### config.mk
export PLATFORM = sky130hd
export DESIGN_NAME = axis_chk_syn
export DESIGN_NICKNAME = d
export VERILOG_FILES = /design/src/rtl/axis_syn_pkg.sv /design/src/rtl/axis_lfsr16.sv /design/src/rtl/axis_chk_syn.sv
export SDC_FILE = /design/constraint.sdc
export NUM_CORES = 1
export LEC_CHECK = 0
export CORE_UTILIZATION = 50
export CTS_BUF_LIST = sky130_fd_sc_hd__clkbuf_4
export DETAILED_ROUTE_END_ITERATION = 6
export PLACE_DENSITY = 0.82
export SYNTH_ARGS = -nofsm -noshare
export SYNTH_HDL_FRONTEND = slang
export SYNTH_SLANG_ARGS = --single-unit
### constraint.sdc
create_clock -name clk -period 2.7 [get_ports clk]
set_input_delay 0.54 -clock clk [delete_from_list [all_inputs] [get_ports clk]]
set_output_delay 0.54 -clock clk [all_outputs]
set_load 0.05 [all_outputs]
### src/rtl/axis_syn_pkg.sv
// Shared definitions for the AXI-Stream sync/sequence checker and its stimulus generators.
// Latency: n/a (types, constants and a pure function only).
// Backpressure: n/a.
package axis_syn_pkg;

    // Checker FSM: hunting for a header beat, or tracking a locked stream.
    typedef enum logic {
        SYNC = 1'b0,
        RUN  = 1'b1
    } chk_state_t;

    // Fixed header byte carried in tdata[31:24] of every beat.
    localparam logic [7:0]  HDR_BYTE  = 8'hAA;

    // Non-zero seed so the backpressure LFSR can never stall in the all-zero state.
    localparam logic [15:0] LFSR_SEED = 16'hACE1;

    // Bit positions inside err_type.
    localparam int ERR_DATA = 0;
    localparam int ERR_LAST = 1;
    localparam int ERR_DEST = 2;
    localparam int ERR_KEEP = 3;

    // Low 32 bits of a stream word for a given frame number (hi) and beat index (lo).
    function automatic logic [31:0] exp_word(input logic [7:0] hi, input logic [7:0] lo);
        return {HDR_BYTE, hi, 8'h00, lo};
    endfunction

endpackage

### src/rtl/axis_lfsr16.sv
// 16-bit Fibonacci LFSR (taps 16,14,13,11), shifts left with feedback into bit 0.
// Latency: state advances one step per enabled cycle; rst reloads seed.
// Backpressure: none; free-running while en is high.
// Ports: clk, rst (sync, active-high), en (advance), seed (reset value), state (current value).
module axis_lfsr16 (
    input  logic        clk,
    input  logic        rst,
    input  logic        en,
    input  logic [15:0] seed,
    output logic [15:0] state
);

    logic feedback;

    assign feedback = state[15] ^ state[13] ^ state[12] ^ state[10];

    always_ff @(posedge clk) begin
        if (rst) begin
            state <= seed;
        end else if (en) begin
            state <= {state[14:0], feedback};
        end
    end

endmodule

### src/rtl/axis_chk_syn.sv
// AXI-Stream sink that locks onto a counting test stream and tallies frames and per-beat errors.
// Latency: status (locked, counters, flags) updates one cycle after the accepted beat.
// Backpressure: tready is registered; always 1 after reset, or LFSR-driven when AXIS_CHK_BP_EN is defined.
// Ports: clk, rst (sync, active-high); S_AXIS_* slave stream; clr_err clears err_cnt/err_type;
//        locked, frame_cnt, err_cnt (saturating), err_type {keep,dest,last,data} are status outputs.
module axis_chk_syn
    import axis_syn_pkg::*;
#(
    parameter int DATA_WIDTH = 32,
    parameter int FRAME_LEN  = 256
) (
    input  logic                    clk,
    input  logic                    rst,
    input  logic [DATA_WIDTH-1:0]   S_AXIS_tdata,
    input  logic [3:0]              S_AXIS_tdest,
    input  logic [DATA_WIDTH/8-1:0] S_AXIS_tkeep,
    input  logic                    S_AXIS_tlast,
    input  logic                    S_AXIS_tvalid,
    output logic                    S_AXIS_tready,
    input  logic                    clr_err,
    output logic                    locked,
    output logic [15:0]             frame_cnt,
    output logic [15:0]             err_cnt,
    output logic [3:0]              err_type
);

    if ((DATA_WIDTH % 8) != 0 || DATA_WIDTH < 32) begin : g_bad_width
        $fatal(1, "axis_chk_syn: DATA_WIDTH must be a multiple of 8 and >= 32");
    end
    if (FRAME_LEN < 2 || FRAME_LEN > 256) begin : g_bad_len
        $fatal(1, "axis_chk_syn: FRAME_LEN must be in 2..256");
    end

    localparam logic [7:0] LAST_LO = 8'(FRAME_LEN - 1);

    chk_state_t            state;
    logic [7:0]            hi;
    logic [7:0]            lo;
    logic [3:0]            exp_dest;
    logic [1:0]            consec;
    logic [DATA_WIDTH-1:0] exp_data;
    logic [3:0]            err_vec;
    logic                  accept;
    logic                  sync_hit;
    logic                  beat_err;

    assign accept   = S_AXIS_tvalid & S_AXIS_tready;
    assign sync_hit = (S_AXIS_tdata[31:24] == HDR_BYTE) && (S_AXIS_tdata[15:0] == 16'h0000)
                      && (S_AXIS_tdest[3:1] == 3'b000);
    assign beat_err = accept && (state == RUN) && (|err_vec);

    always_comb begin
        exp_data       = '0;
        exp_data[31:0] = exp_word(hi, lo);
        err_vec           = '0;
        err_vec[ERR_DATA] = (S_AXIS_tdata != exp_data);
        err_vec[ERR_LAST] = (S_AXIS_tlast != (lo == LAST_LO));
        err_vec[ERR_DEST] = (S_AXIS_tdest != exp_dest);
        err_vec[ERR_KEEP] = (S_AXIS_tkeep != '1);
    end

    // Sink readiness.
`ifdef AXIS_CHK_BP_EN
    logic [15:0] lfsr_state;

    axis_lfsr16 u_lfsr (
        .clk   (clk),
        .rst   (rst),
        .en    (1'b1),
        .seed  (LFSR_SEED),
        .state (lfsr_state)
    );

    always_ff @(posedge clk) begin
        if (rst) begin
            S_AXIS_tready <= 1'b0;
        end else begin
            S_AXIS_tready <= lfsr_state[0];
        end
    end
`else
    always_ff @(posedge clk) begin
        if (rst) begin
            S_AXIS_tready <= 1'b0;
        end else begin
            S_AXIS_tready <= 1'b1;
        end
    end
`endif

    always_ff @(posedge clk) begin
        if (rst) begin
            state     <= SYNC;
            locked    <= 1'b0;
            frame_cnt <= 16'h0000;
            err_cnt   <= 16'h0000;
            err_type  <= 4'h0;
            hi        <= 8'h00;
            lo        <= 8'h00;
            exp_dest  <= 4'h0;
            consec    <= 2'd0;
        end else begin
            // Clear has priority: an error landing on the clear cycle is dropped.
            if (clr_err) begin
                err_cnt  <= 16'h0000;
                err_type <= 4'h0;
            end else if (beat_err) begin
                err_type <= err_type | err_vec;
                if (err_cnt != 16'hFFFF) begin
                    err_cnt <= err_cnt + 16'd1;
                end
            end

            if (accept) begin
                case (state)
                    SYNC: begin
                        // The header beat is beat 0 of a frame, so tracking resumes at lo=1.
                        if (sync_hit) begin
                            hi       <= S_AXIS_tdata[23:16];
                            exp_dest <= S_AXIS_tdest;
                            lo       <= 8'd1;
                            consec   <= 2'd0;
                            state    <= RUN;
                            locked   <= 1'b1;
                        end
                    end
                    RUN: begin
                        // Frame boundaries follow the beat count, never the received tlast.
                        if (lo == LAST_LO) begin
                            lo          <= 8'd0;
                            hi          <= hi + 8'd1;
                            exp_dest[0] <= ~exp_dest[0];
                            frame_cnt   <= frame_cnt + 16'd1;
                        end else begin
                            lo <= lo + 8'd1;
                        end
                        // Lose lock after four counted error beats in a row. The run length
                        // ignores counter saturation so a saturated checker can still drop lock.
                        if (beat_err && !clr_err) begin
                            if (consec == 2'd3) begin
                                consec <= 2'd0;
                                state  <= SYNC;
                                locked <= 1'b0;
                            end else begin
                                consec <= consec + 2'd1;
                            end
                        end else begin
                            consec <= 2'd0;
                        end
                    end
                    default: begin
                        state  <= SYNC;
                        locked <= 1'b0;
                    end
                endcase
            end
        end
    end

endmodule
==> reports/qor.csv, run 1 <==
stage,metric,value,unit
run_status,status,"complete, no violations",
worst_setup_path,worst r2r src,state$_SDFFE_PP0P_,
synth,synth unique cells,53,
timing,Max Freq,0.427,GHz
synth,adder-cell share of the synthesized area,1.96,%
global_routing,Global Route Usage Sum,26.6,%
hold_path,hold depth,2,
timing,"Min Clock Period, post-route",2.34,ns
synth,post-synthesis average cell area,8.22,um2
layout,final instance area,0.00430,mm2
run,max-capacitance violation count,0,
clock_tree,# resized after CTS,0,
synth,Yosys top cell by area,dfxtp_1,
layout,nets,532,
global_routing,first-pass GRT wire length,13600,um
layout,Layout area overhead,34.4,%
timing,"Slew Viols, Final",0,
timing,Setup TNS,0,ns
detailed_routing,# DRC,0,
global_routing,largest net degree at the start of global routing,39,
worst_setup_path,Worst R2R Setup Slack,0.36,ns
synth,Post-Synth XOR/XNOR Area,8.49,%
detailed_routing,WL final,8570,um
timing,Worst-Margin Slew,0.528,ns
synth,largest family of logic cells by synthesized area,simple AND/OR/NAND/NOR gates,
layout,Finished Layout Cells,562,
detailed_routing,Vias,3315,
detailed_routing,Routed wire per std cell,15.3,um
place,DP HPWL,6360,um
synth,Yosys reg bits,61,
global_routing,grt total ovfl,0,
worst_setup_path,largest fanout on the critical path,17,
clock_tree,"Clk pin slew, worst setup/hold paths",0.12,ns
pwr,leakage power,1.46,nW
timing,RSZ-0062 raised after global routing,no,
synth,"Seq/Total Area, Yosys",38.2,%
clock_tree,clock buffer depth,2,
detailed_routing,via/cell ratio,5.90,
place,Cells after DPL,546,
die,I/O pin total,83,
die,Die H,82.0,um
layout,Antenna diodes,0,
place,GP Congestion,0.825,
clock_tree,clk_lat worst skew,0.42,ns
detailed_routing,DR iter-0 viols,178,
worst_setup_path,"Data arrival, critical path",2.69,ns
synth,share of the synthesized area in the top cell type,38.2,%
die,Initial Util,52.8,%
clock_tree,H-tree Lvls,3,
synth,post-synthesis compound-gate area fraction,16.9,%
hold_path,Hold Path Origin,err_type[0]$_SDFFE_PP0P_,
synth,Synthesized Nets,439,
worst_setup_path,Setup CP Type,reg2reg,
timing,Worst Skew,0.0196,ns
pwr,maximum vdd drop,0.338,mV
clock_tree,CTS Buf Count,9,
worst_setup_path,worst r2r dst,err_cnt[10]$_SDFFE_PP0P_,
global_routing,vias in the first global route,3058,
worst_setup_path,Worst setup SP type,flip-flop,
timing,Tcrit/Tclk final,86.8,%
place,I/O Buffers,82,
pwr,PD cells,383,mW/mm2
die,Die W,82.0,um
die,Core Region,0.00606,mm2
hold_path,Worst Hold Path EP,err_type[0]$_SDFFE_PP0P_,
synth,mux cell area share after synthesis,0.313,%
synth,synth warn,0,
synth,Gate Count Post-Synth,389,
clock_tree,CTS tree,yes,
synth,simple-gate share of the synthesized area,30.7,%
timing,count of final setup violators,0,
clock_tree,CTS root buf,clkbuf_4,
layout,Reg area,0.00122,mm2
synth,Async SR Flop Fraction,0,%
clock_tree,Clock Sinks,61,
timing,final count of hold timing violations,0,
timing,relative slew slack,64.7,%
layout,Fillers,498,
detailed_routing,First-pass DRT Iterations,5,
timing,Hold WS,0.458,ns
worst_setup_path,path depth of the worst reg2reg path,6,
clock_tree,# hold bufs at CTS,0,
worst_setup_path,required time of the critical path,3.05,ns
hold_path,HP Class,reg2reg,
layout,multi-input logic area,0.00187,mm2
detailed_routing,ANT nets after route,0,
worst_setup_path,CP endpoint kind,flip-flop,
place,Placed Instance Area,0.00417,mm2
die,die area,0.00672,mm2
synth,number of synthesized flops with an enable pin,0,
synth,Synth Cell Area,0.00320,mm2
synth,main flop type after synthesis,dfxtp_1,
global_routing,initial antenna violation count,0,
clock_tree,post-CTS setup buffer count,0,
layout,layout cells sized above 1,7.80,%
die,Rows,28,
layout,final core utilization,70.9,%
synth,largest cells by area after synthesis,"dfxtp_1, xor2_1, nor2_1",
## metrics by stage
stage                     total power, mW  setup WS, ns
after floorplan                     0.957         0.409
after global placement               1.04        0.0819
after detailed placement             1.04        0.0225
after CTS                            1.66         0.403
after global routing                 1.70         0.226
final                                1.65         0.356
## layout make-up
class                           count  area share [%]
Multi-Input combinational cell    304            43.4
Sequential cell                    61            28.4
Timing Repair Buffer               98            22.2
Tap cell                           75            2.18
Clock buffer                        9            1.57
Clock inverter                      7            1.54
Inverter                            8           0.698
## cells in the mapped netlist, types with 3 or more instances
library cell,instances
o31ai_1,12
clkbuf_1,11
or3_1,10
xor2_1,17
a31oi_1,4
a21oi_1,29
o21ai_0,18
and2_1,7
nand4_1,9
or4b_1,3
ha_1,5
and3_1,9
nor2_1,39
a311oi_1,4
o41ai_1,3
inv_1,8
xnor2_1,14
or4_1,10
nand3_1,19
nand2_1,38
dfxtp_1,61
or2_2,3
nor4_1,8
nor3_1,12
## cells by family (layout without fill, tap and decap cells)
| logic type | after synthesis | in the layout |
|---|---|---|
| xor gates and xnor gates | 31 | 31 |
| adders and majority gates | 5 | 5 |
| DFF | 61 | 61 |
| AOI/OAI and AO/OA | 86 | 86 |
| muxes | 1 | 1 |
| buffers and inverters | 24 | 122 |
| and+or+nand+nor | 181 | 181 |
## state kept, by name, summed over array words and instances (netlist names)
register	count
S_AXIS_tready	1
consec	2
err_cnt	16
err_type	4
exp_dest	4
frame_cnt	16
hi	8
lo	8
locked	1
state	1
## how the worst max path moves through the flow
stage / from / to / slack, ns
2_1_floorplan: err_cnt[6]$_SDFFE_PP0P_ / err_cnt[0]$_SDFFE_PP0P_ / 0.41
3_3_place_gp: S_AXIS_tdata[9] / consec[0]$_SDFFE_PP0P_ / 0.08
3_5_place_dp: S_AXIS_tdata[9] / consec[0]$_SDFFE_PP0P_ / 0.02
4_1_cts: state$_SDFFE_PP0P_ / err_cnt[10]$_SDFFE_PP0P_ / 0.40
5_1_grt: state$_SDFFE_PP0P_ / err_cnt[3]$_SDFFE_PP0P_ / 0.23
6_report: state$_SDFFE_PP0P_ / err_cnt[10]$_SDFFE_PP0P_ / 0.36
## layout by cell type, fill, tap and decap left out, types with 3 or more instances in the layout
| cell type | instances |
|---|---|
| clkinv_2 | 3 |
| a31oi_1 | 4 |
| o41ai_1 | 3 |
| and3_1 | 9 |
| nand2_1 | 38 |
| clkdlybuf4s50_1 | 82 |
| nor2_1 | 39 |
| or3_1 | 10 |
| nand3_1 | 19 |
| or2_2 | 3 |
| inv_1 | 8 |
| or4b_1 | 3 |
| buf_4 | 15 |
| nor3_1 | 12 |
| or4_1 | 10 |
| o21ai_0 | 17 |
| and2_1 | 7 |
| dfxtp_1 | 61 |
| nor4_1 | 8 |
| clkbuf_4 | 9 |
| a21oi_1 | 29 |
| o31ai_1 | 12 |
| a311oi_1 | 4 |
| xor2_1 | 17 |
| xnor2_1 | 14 |
| nand4_1 | 9 |
| ha_1 | 5 |
## critical path, stage by stage (launching register included)
cell     delay (ns)
dfxtp_1        0.66
inv_1          0.28
nor2_1         0.36
o21ai_1        0.16
buf_4          0.22
or4_1          0.48
a21oi_1        0.14
## routing by layer
metal,global-route usage (%),vias up,share of wire [%]
met5,0,-,0
met3,5.78,19,6.4
met2,44.7,121,48
li1,-,1622,-
met1,33.2,1553,44
met4,10.0,0,1.6
## power breakdown
part / total, mW / internal, mW / switching, mW
clock: 0.624 / 0.277 / 0.347
sequential: 0.901 / 0.900 / 0.000982
combinational: 0.120 / 0.0729 / 0.0473
total: 1.65 / 1.25 / 0.395
Power figures use the tool's default switching activity.
==> run 2, diff against run 1 <==
CORE_UTILIZATION = 35   (was 50)
PLACE_DENSITY = unset   (was 0.82)
SKIP_CTS_REPAIR_TIMING = 1   (was unset)
==> reports/qor.csv, run 2 (synthesis gave the netlist of run 1 again) <==
stage,metric,value,unit
run_status,status,finished with violations,
run_status,failing checks,DRC,
clock_tree,"Clk pin slew, worst setup/hold paths",0.08,ns
pwr,PD cells,356,mW/mm2
clock_tree,Clock Sinks,61,
timing,Setup TNS,0,ns
die,Die W,97.6,um
layout,nets,533,
timing,Tcrit/Tclk final,85.1,%
global_routing,Global Route Usage Sum,18.7,%
worst_setup_path,"slowest stage delay, CP",0.47,ns
timing,"Slew Viols, Final",0,
clock_tree,CTS root buf,clkbuf_4,
detailed_routing,First-pass DRT Iterations,6,
die,Die H,97.6,um
timing,relative slew slack,65.7,%
global_routing,vias in the first global route,3060,
pwr,leakage power,1.45,nW
global_routing,grt peak-use layer,met2,
layout,Layout area overhead,34.8,%
detailed_routing,# DRC,9,
detailed_routing,Routed wire per std cell,14.5,um
layout,layout cells sized above 1,7.39,%
pwr,P_sw,0.368,mW
pwr,Comb pwr share,7.8,%
place,GP Congestion,0.793,
global_routing,met1 Usage GRT,24.7,%
global_routing,M3 GR Usage,3.88,%
clock_tree,clock buffer depth,2,
pwr,Flop pwr share,58.6,%
pwr,maximum vdd drop,0.254,mV
clock_tree,H-tree Lvls,3,
place,I/O Buffers,82,
worst_setup_path,"delay-heaviest family, CP",simple AND/OR/NAND/NOR gates,
global_routing,met2 Usage GRT,30.3,%
layout,Finished Layout Cells,595,
die,Core Region,0.00881,mm2
pwr,total power,1.54,mW
worst_setup_path,critical path cell sequence,clkdlybuf4s50_1 -> nor4bb_1 -> nand4_1 -> or3_1 -> nor3_4 -> buf_12 -> a2bb2oi_1 -> nor2_1,
timing,Worst Skew,0.0169,ns
pwr,sw frac,24.0,%
place,Place WS,0.0389,ns
timing,Hold WS,0.452,ns
timing,Worst-Margin Slew,0.513,ns
clock_tree,CTS Buf Count,9,
place,Cells after DPL,580,
clock_tree,CTS tree,yes,
die,die area,0.00953,mm2
detailed_routing,WL final,8610,um
pwr,P_int,1.17,mW
detailed_routing,Vias,3130,
clock_tree,clk_lat worst skew,0.39,ns
layout,Antenna diodes,0,
place,DP HPWL,6400,um
worst_setup_path,Worst setup SP type,input port,
die,Initial Util,36.3,%
worst_setup_path,largest fanout on the critical path,35,
worst_setup_path,CP endpoint kind,flip-flop,
detailed_routing,ANT nets after route,0,
hold_path,HP Class,reg2reg,
global_routing,initial antenna violation count,0,
layout,final instance area,0.00431,mm2
layout,most frequent cells in the layout,"clkdlybuf4s50_1, dfxtp_1, nor2_1",
worst_setup_path,"Data arrival, critical path",2.55,ns
global_routing,largest net degree at the start of global routing,39,
detailed_routing,DR iter-0 viols,146,
detailed_routing,via/cell ratio,5.26,
worst_setup_path,Worst R2R Setup Slack,0.49,ns
layout,final core utilization,49.0,%
timing,final count of hold timing violations,0,
timing,RSZ-0062 raised after global routing,no,
worst_setup_path,CP max stage cell,or3_1,
worst_setup_path,required time of the critical path,2.95,ns
timing,Max Freq,0.435,GHz
run,max-capacitance violation count,0,
timing,count of final setup violators,0,
die,Rows,34,
worst_setup_path,Setup CP Type,in2reg,
timing,"Min Clock Period, post-route",2.30,ns
place,Placed Instance Area,0.00421,mm2
layout,"commonest non-fill, non-tap cell in the layout",clkdlybuf4s50_1,
pwr,Clock Power Share,33.5,%
timing,setup slack after layout,0.403,ns
layout,largest registers,"err_cnt: 16 flops, frame_cnt: 16 flops",
die,I/O pin total,83,
worst_setup_path,Bufs and invs on worst path,2,
global_routing,first-pass GRT wire length,14400,um
global_routing,grt total ovfl,0,
[run 2: cell count changes in the layout (fill, tap and decap cells not counted), sizes merged]
| cell | change |
|---|---|
| clkinv | -2 |
| buf | +1 |
| bufinv | -1 |
| clkbuf | +2 |
[run 2: cell type report]
class	count	area, um2
inverter	8	30.0
sequential	61	1220
tap	108	135
multi-input combinational	304	1870
clock buffer	11	82.6
fill	874	4490
timing repair buffer	99	961
clock inverter	4	16.3
[run 2: worst paths after layout]
kind | from | end | cells after the start
worst max-delay path | S_AXIS_tdata[29] | consec[0]$_SDFFE_PP0P_ | 8
worst min-delay path | err_type[0]$_SDFFE_PP0P_ | err_type[0]$_SDFFE_PP0P_ | 2
worst max register to register | lo[0]$_SDFFE_PP0P_ | err_cnt[8]$_SDFFE_PP0P_ | 8
worst min register to register | err_type[0]$_SDFFE_PP0P_ | err_type[0]$_SDFFE_PP0P_ | 2
[run 2: per-layer routing]
metal | up-vias | wire length (um)
met1 | 1445 | 4210
met5 | - | 0
li1 | 1621 | -
met3 | 8 | 371
met4 | 0 | 96
met2 | 56 | 3930
[run 2: worst register-to-register path: stages (launching register included)]
cell and delay (ns):
dfxtp_1 0.42, ha_1 0.23, nand3_1 0.13, or3_4 0.36
nand4b_2 0.13, nor3_4 0.06, buf_12 0.16, or4b_1 0.51
a21oi_1 0.16
[run 2: power by group through the flow]
stage                     Combinational (mW)  Sequential [mW]  Clock [mW]
after floorplan                       0.0331            0.924           0
after global routing                   0.129            0.901       0.579
after global placement                 0.120            0.922           0
after detailed placement               0.121            0.922           0
final                                  0.120            0.901       0.515
after CTS                              0.122            0.901       0.534
